File: config.mk
export PLATFORM = sky130hd
export DESIGN_NAME = parity_serial_scheduler
export DESIGN_NICKNAME = d
export VERILOG_FILES = /design/src/rtl/parity_serial_scheduler.sv
export SDC_FILE = /design/constraint.sdc
export NUM_CORES = 1
export LEC_CHECK = 0
export CORE_ASPECT_RATIO = 1.25
export CORE_MARGIN = 4
export CORE_UTILIZATION = 44
export DETAILED_ROUTE_END_ITERATION = 10
export PLACE_DENSITY = 0.83
export RECOVER_POWER = 50
export SETUP_SLACK_MARGIN = 0.5
export SLEW_MARGIN = 0
export SYNTH_ARGS = -nofsm -noshare
export SYNTH_HDL_FRONTEND = slang
export SYNTH_SLANG_ARGS = --single-unit
File: constraint.sdc
create_clock -name clk -period 1.4 [get_ports clk]
set_clock_uncertainty 0.05 [all_clocks]
set_input_delay 0.14 -clock clk [delete_from_list [all_inputs] [get_ports clk]]
set_output_delay 0.14 -clock clk [all_outputs]
set_load 0.02 [all_outputs]
File: src/rtl/parity_serial_scheduler.sv
// Round-robin sequencer that feeds WIDTH-bit words from two requesters through a
// shared one-bit-per-clock XOR parity engine and returns an ID-tagged even-parity flag.
module parity_serial_scheduler #(
  parameter int WIDTH = 8
) (
  input  logic             clk,
  input  logic             rst,
  input  logic             req0_valid,
  input  logic [WIDTH-1:0] req0_data,
  output logic             req0_ready,
  input  logic             req1_valid,
  input  logic [WIDTH-1:0] req1_data,
  output logic             req1_ready,
  output logic             res_valid,
  output logic             res_parity,
  output logic             res_id,
  input  logic             res_ready,
  output logic             busy
);

  localparam int CW = $clog2(WIDTH) + 1;
  localparam logic [CW-1:0] LAST_CNT = CW'(WIDTH - 1);

  typedef enum logic [1:0] {
    IDLE  = 2'd0,
    SHIFT = 2'd1,
    DONE  = 2'd2
  } state_t;

  // Even-parity flag: 1 when the accumulated XOR including the last bit is zero.
  function automatic logic final_even_parity(input logic acc, input logic last_bit);
    return ~(acc ^ last_bit);
  endfunction

  state_t           state_q, state_d;
  logic [WIDTH-1:0] sr_q, sr_d;
  logic             acc_q, acc_d;
  logic [CW-1:0]    bit_cnt_q, bit_cnt_d;
  logic             owner_q, owner_d;
  logic             last_grant_q, last_grant_d;
  logic             res_valid_q, res_valid_d;
  logic             res_parity_q, res_parity_d;
  logic             res_id_q, res_id_d;
  logic             busy_q, busy_d;

  logic             grant_valid_s;
  logic             grant_id_s;
  logic             accept_s;
  logic [WIDTH-1:0] grant_data_s;

  // Round-robin grant: a lone request wins, contention goes to the one not served last.
  always_comb begin
    grant_valid_s = 1'b0;
    grant_id_s    = 1'b0;
    if (req0_valid && req1_valid) begin
      grant_valid_s = 1'b1;
      grant_id_s    = ~last_grant_q;
    end else if (req0_valid) begin
      grant_valid_s = 1'b1;
      grant_id_s    = 1'b0;
    end else if (req1_valid) begin
      grant_valid_s = 1'b1;
      grant_id_s    = 1'b1;
    end else begin
      grant_valid_s = 1'b0;
      grant_id_s    = 1'b0;
    end
  end

  assign req0_ready   = (state_q == IDLE) && grant_valid_s && !grant_id_s && !rst;
  assign req1_ready   = (state_q == IDLE) && grant_valid_s &&  grant_id_s && !rst;
  assign accept_s     = req0_ready | req1_ready;
  assign grant_data_s = grant_id_s ? req1_data : req0_data;

  // Next-state and datapath update for the sequencer.
  always_comb begin
    state_d      = state_q;
    sr_d         = sr_q;
    acc_d        = acc_q;
    bit_cnt_d    = bit_cnt_q;
    owner_d      = owner_q;
    last_grant_d = last_grant_q;
    res_valid_d  = res_valid_q;
    res_parity_d = res_parity_q;
    res_id_d     = res_id_q;
    case (state_q)
      IDLE: begin
        if (accept_s) begin
          sr_d         = grant_data_s;
          acc_d        = 1'b0;
          bit_cnt_d    = '0;
          owner_d      = grant_id_s;
          last_grant_d = grant_id_s;
          state_d      = SHIFT;
        end else begin
          state_d = IDLE;
        end
      end
      SHIFT: begin
        acc_d     = acc_q ^ sr_q[0];
        sr_d      = sr_q >> 1;
        bit_cnt_d = bit_cnt_q + CW'(1);
        // The last bit is folded straight into the result so it is valid on this edge.
        if (bit_cnt_q == LAST_CNT) begin
          res_parity_d = final_even_parity(acc_q, sr_q[0]);
          res_id_d     = owner_q;
          res_valid_d  = 1'b1;
          state_d      = DONE;
        end else begin
          state_d = SHIFT;
        end
      end
      DONE: begin
        if (res_ready) begin
          res_valid_d = 1'b0;
          state_d     = IDLE;
        end else begin
          state_d = DONE;
        end
      end
      default: begin
        res_valid_d = 1'b0;
        state_d     = IDLE;
      end
    endcase
    busy_d = (state_d != IDLE);
  end

  // State registers; reset discards any in-flight job.
  always_ff @(posedge clk) begin
    if (rst) begin
      state_q      <= IDLE;
      sr_q         <= '0;
      acc_q        <= 1'b0;
      bit_cnt_q    <= '0;
      owner_q      <= 1'b0;
      last_grant_q <= 1'b1;
      res_valid_q  <= 1'b0;
      res_parity_q <= 1'b0;
      res_id_q     <= 1'b0;
      busy_q       <= 1'b0;
    end else begin
      state_q      <= state_d;
      sr_q         <= sr_d;
      acc_q        <= acc_d;
      bit_cnt_q    <= bit_cnt_d;
      owner_q      <= owner_d;
      last_grant_q <= last_grant_d;
      res_valid_q  <= res_valid_d;
      res_parity_q <= res_parity_d;
      res_id_q     <= res_id_d;
      busy_q       <= busy_d;
    end
  end

  assign res_valid  = res_valid_q;
  assign res_parity = res_parity_q;
  assign res_id     = res_id_q;
  assign busy       = busy_q;

endmodule

### Yosys cells after proc, flatten, opt, wreduce, memory -nomap -nowiden

Index checks and enable logic that the tools add are counted.

| word-level totals | value |
|---|---|
| bits in registers | 21 |
| input port bits | 21 |
| logic and storage cells | 56 |
| memories | 0 |
| bits in writable memories | 0 |
| bits in read-only memories | 0 |
| output and inout bits | 6 |
| latch bits | 0 |

| cells by class | value |
|---|---|
| mux-type cells | 19 |
| order comparisons | 0 |
| equal/unequal tests | 6 |
| div/mod/pow operators | 0 |
| multiply operators | 0 |
| add/subtract/negate cells | 1 |
| reduce and logical (&&, ||, !) cells | 15 |
| shift operators | 0 |
| bitwise gates (word level) | 5 |

Operator list:

| kind | count |
|---|---|
| $mux W8 | 2 |
| $pmux W8 S2 | 1 |
| $mux W1 | 9 |
| $pmux W4 S2 | 1 |
| $logic_and A1 B1 Y1 | 6 |
| $ne A2 B2 Y1 const B | 3 |
| $pmux W2 S3 | 1 |
| $reduce_and A2 Y1 | 3 |
| $add A4 B1 Y4 const B | 1 |
| $eq A4 B3 Y1 const B | 1 |
| $mux W2 | 2 |
| $mux W4 | 1 |
| $reduce_bool A2 Y1 | 2 |
| $not A1 Y1 | 3 |
| $pmux W1 S3 | 1 |
| $reduce_and A3 Y1 | 1 |
| $eq A2 B1 Y1 const B | 1 |
| $eq A2 B2 Y1 const B | 1 |
| $logic_not A1 Y1 | 2 |
| $logic_not A2 Y1 | 1 |
| $pmux W1 S2 | 1 |
| $or A1 B1 Y1 | 1 |
| $xor A1 B1 Y1 | 1 |

### Longest topological paths before layout

| logic depth | value |
|---|---|
| depth after elaboration | 10 |
| depth in mapped cells | 5 |
| depth with buffers taken out | 4 |

### Least setup slack after synthesis

Ideal clock, no wire load.

| timing | value |
|---|---|
| kind | register -> register |
| start point | reg state_q[0] |
| end point | reg owner_q |
| path slack | 124 ps |
| arrival time | 1169 ps |
| clock period less this slack | 1276 ps |
| path buffers | 1 |
| stages on the path, launching flop included | 5 |
| data required time | 1292 ps |
| library setup time | 58 ps |
| cells stage by stage | dfxtp_1 -> buf_4 -> nor3_2 -> and2_1 -> a31o_2 |

| between the ends | value |
|---|---|
| cells in the longest elaborated chain, start to end | 6 |
| elaborated cells on any way between the ends | 8 |
| classes of those cells | 1 x bitwise; 7 x reduce/logical |

Ends and longest elaborated chain:

| what | RTL line | text |
|---|---|---|
| start: declaration | 35 | `state_t state_q, state_d;` |
| start signal: assignment | 143 | `state_q <= state_d;` |
| $logic_not A2 Y1 | 71 | `assign req1_ready = (state_q == IDLE) && grant_valid_s && grant_id_s && !rst;` |
| $logic_and A1 B1 Y1 (3 in a row) | 71 |  |
| via req1_ready | 13 | `output logic req1_ready,` |
| $or A1 B1 Y1 | 72 | `assign accept_s = req0_ready \| req1_ready;` |
| $reduce_and A2 Y1 (no line) | n/a |  |
| end signal: assignment | 147 | `owner_q <= owner_d;` |
| end: declaration | 39 | `logic owner_q, owner_d;` |

The timed path passes the listed nets, and every way through them passes these cells.
A chain may end at the register's enable or synchronous reset.

### Worst setup path after layout

| timing | value |
|---|---|
| start point | reg last_grant_q |
| end point | out req0_ready |

| between the ends | value |
|---|---|
| cells in the longest elaborated chain, start to end | 5 |

Ends and longest elaborated chain:

| what | RTL line | text |
|---|---|---|
| start: declaration | 40 | `logic last_grant_q, last_grant_d;` |
| start signal: assignment | 148 | `last_grant_q <= last_grant_d;` |
| $not A1 Y1 | 57 | `grant_id_s = ~last_grant_q;` |
| $mux W1 | 55 | `if (req0_valid && req1_valid) begin` |
| $logic_not A1 Y1 | 70 | `assign req0_ready = (state_q == IDLE) && grant_valid_s && !grant_id_s && !rst;` |
| $logic_and A1 B1 Y1 (2 in a row) | 70 |  |
| end: declaration | 10 | `output logic req0_ready,` |

No other way between the ends.

==> results.ini <==
[logic_synthesis]
ys_ff_latch = 21
synth_warnings = 0
synth_top_area_share_pct = 38.0
synth_area_um2 = 1110
yosysUniqueCellTypes = 43
synthXorXnorAreaFrac_pct = 0.792
synth_largest_area_cell = dfxtp_1
synthArstFlopShare_pct = 0
ys_seq_area_share_pct = 38.0
synth.net_count = 149
synthAdderAreaFrac_pct = 1.13
synth.area.top_cells = dfxtp_1 (38%), a21oi_1 (5.0%), nor2b_1 (4.0%)
avgSynthCellArea_um2 = 8.71
synth_mux_area_share_pct = 1.81
synth_top_family_by_area = simple AND/OR/NAND/NOR gates
synthCells = 127
yosys.area_share.simple_pct = 26.0
synth-edff-count = 0
ys.flop_type = dfxtp_1
synth_compound_area_share_pct = 25.5

[pwr]
comb_power_share_pct = 30.3
swShare_pct = 31.0
p_sw_mw = 0.438
power_frac_seq_pct = 47.4
vdd_drop_max_mv = 0.687
intPower_mw = 0.975
clock_power_share_pct = 22.3
power_density_nw_per_um2 = 730
p_leak_nw = 0.720

[outcome]
outcome = finished with violations
violations = setup timing

[final_layout]
synthToLayoutAreaGrowth_pct = 75.0
final.fill_count = 150
insertedDiodeCount = 0
fin_nets = 204
mostFrequentLayoutCells = clkdlybuf4s50_1 (19), buf_4 (18), buf_6 (17)
drive_gt1_share_pct = 50.8
design_area_um2 = 1940
final_common_cell = clkdlybuf4s50_1
finalNonFillerCells = 214

[timing]
layout_min_cycle_time_ns = 1.41
slew_violations = 0
grt_setup_unrepaired = yes
setup_viol_count_final = 2
max_slew_margin_pct = 67.0
finalCritPeriodShare_pct = 101
hold_slack_ns = 0.260
timing.fmax_ghz = 0.708
worst_slack_ns = -0.0132
hold_violations = 0
worst_pin_slew_ns = 0.494

[flow_run]
max_cap_violations = 0

[die]
die_x_um = 52.8
fp.dieArea_um2 = 3380
core-area_um2 = 2430
ios = 27
initial_core_util_pct = 45.6
die_h_um = 64.1
rows = 20

[setup_path]
ff2ff_path_depth = 5
critPathLaunch = last_grant_q
arrival_ns = 1.22
r2r-start = state_q[0]
endpoint = req0_ready
critPathKind = register to output pin
required_ns = 1.21
regToRegEndpoint = sr_q[0]
startpoint_type = register
worstSetupEndpointType = output pin
rrSetupSlack_ns = -0.01
crit_fanout = 3

[global_routing]
antenna_found_initial = 0
track_usage_pct = 24.4
overflow = 0
grt_max_degree = 14
grt_pass1_wl_um = 6130
grt_pass1_vias = 1378

[routing]
antenna_left = 0
wirelength_um = 3870
first_pass_iters = 4
drt-initial-drc-count = 27
routed_via_density = 5.85
avgRoutedWirePerCell_um = 18.1
num_vias = 1252
drc = 0

[clock_tree]
cts_tree = yes
cts.sinks = 21
cts_made_buffers = 3
clockRootBuffer = clkbuf_4
clk_path_buf_depth = 2
h-tree-depth = 1
cts.clk_slew.worst_paths_ns = 0.13
insertion_delay_ns = 0.32
cts.hold.buffers_added = 0

[placement]
place_congestion = 0.888
numPortBuffers = 26
numPlacedInstances = 198
postPlaceCellArea_um2 = 1560
dpl.hpwl_um = 2300

[min_path]
min_from = req0_valid
hold_class = primary input to register

==> cells by family (layout without fill, tap and decap cells) <==
family          count (synthesis)  in the layout
compound gates                 40             40
buf+inv                        16             70
simple gates                   46             46
fa+ha+maj                       1              1
xor+xnor                        1              1
mux                             2              2
flops                          21             21
==> power groups by stage <==
stage	clock network (mW)	logic, mW	registers, mW
2_1_floorplan	0	0.183	0.669
4_1_cts	0.313	0.394	0.666
3_5_place_dp	0	0.316	0.675
5_1_grt	0.346	0.459	0.673
6_report	0.316	0.428	0.670
3_3_place_gp	0	0.304	0.672
==> worst min path at each step <==
stage / to / slack, ns / cells after the start
final: sr_q[7] / 0.26 / 3
after global routing: sr_q[7] / 0.28 / 3
after CTS: sr_q[7] / 0.27 / 3
after detailed placement: res_valid / 0.39 / 2
after global placement: res_valid / 0.38 / 2
after floorplan: acc_q / 0.19 / 1
==> synthesized netlist by cell type, types with 2 or more instances <==
library cell and number:
nand4_1 5, clkbuf_1 2, or2_2 3, a211o_1 2
nor3_1 3, nand2b_1 3, dfxtp_1 21, inv_1 9
nor2_1 4, mux2i_1 2, o21ai_0 7, nor2b_1 7
a21oi_1 11, nor3b_2 2, o32ai_1 2, nand3b_1 2
buf_2 3, nand3_1 3, nand2_1 5, a22oi_1 3
o221ai_1 4, or3_1 2, and2_1 2
==> final cells by class <==
| cell class | count | area (um^2) | share of cell area, % |
|---|---|---|---|
| tap | 33 | 41.3 | 2.13 |
| inverter | 9 | 33.8 | 1.75 |
| timing repair buffer | 57 | 561 | 29.0 |
| multi-input combinational | 90 | 840 | 43.4 |
| sequential | 21 | 434 | 22.4 |
| clock buffer | 4 | 26.3 | 1.36 |
==> per-stage QoR <==
stage | utilization (%) | setup slack, ns | TNS, ns | power [mW]
after floorplan | - | 0.206 | 0 | 0.853
after global placement | 64.2 | -0.435 | -2.59 | 0.976
after detailed placement | 64.2 | -0.444 | -3.52 | 0.990
after CTS | 76.4 | 0.00748 | 0 | 1.37
after global routing | 79.7 | -0.0622 | -0.244 | 1.48
final | 79.7 | -0.0132 | -0.0200 | 1.41
==> registers in the layout, indices dropped and copies added, names as in the netlist <==
name / flops
res_parity: 1
bit_cnt_q: 4
acc_q: 1
res_id: 1
state_q: 2
last_grant_q: 1
res_valid: 1
sr_q: 8
busy: 1
owner_q: 1
==> routing by layer <==
| metal | vias up | GRT usage (%) | part of all wire [%] |
|---|---|---|---|
| met2 | 55 | 44.4 | 53 |
| met5 | - | 0 | 0 |
| met1 | 594 | 23.7 | 35 |
| met3 | 28 | 5.13 | 5.2 |
| met4 | 0 | 15.3 | 6.5 |
| li1 | 575 | - | - |
==> critical path, cell delays in order, from the launching register on <==
cell and delay (ns):
dfxtp_2 0.37, or2b_1 0.24, and3_4 0.17, buf_6 0.12
==> what timing repair did <==
| item | in CTS | in global routing |
|---|---|---|
| resized for setup | 82 | 12 |
| gates cloned | 0 | 0 |
| buffers inserted | 10 | 2 |
| pin swaps | 22 | 10 |
| endpoints found under the setup margin | 27 | 27 |
Note: power is estimated with default switching activity, not from simulation.
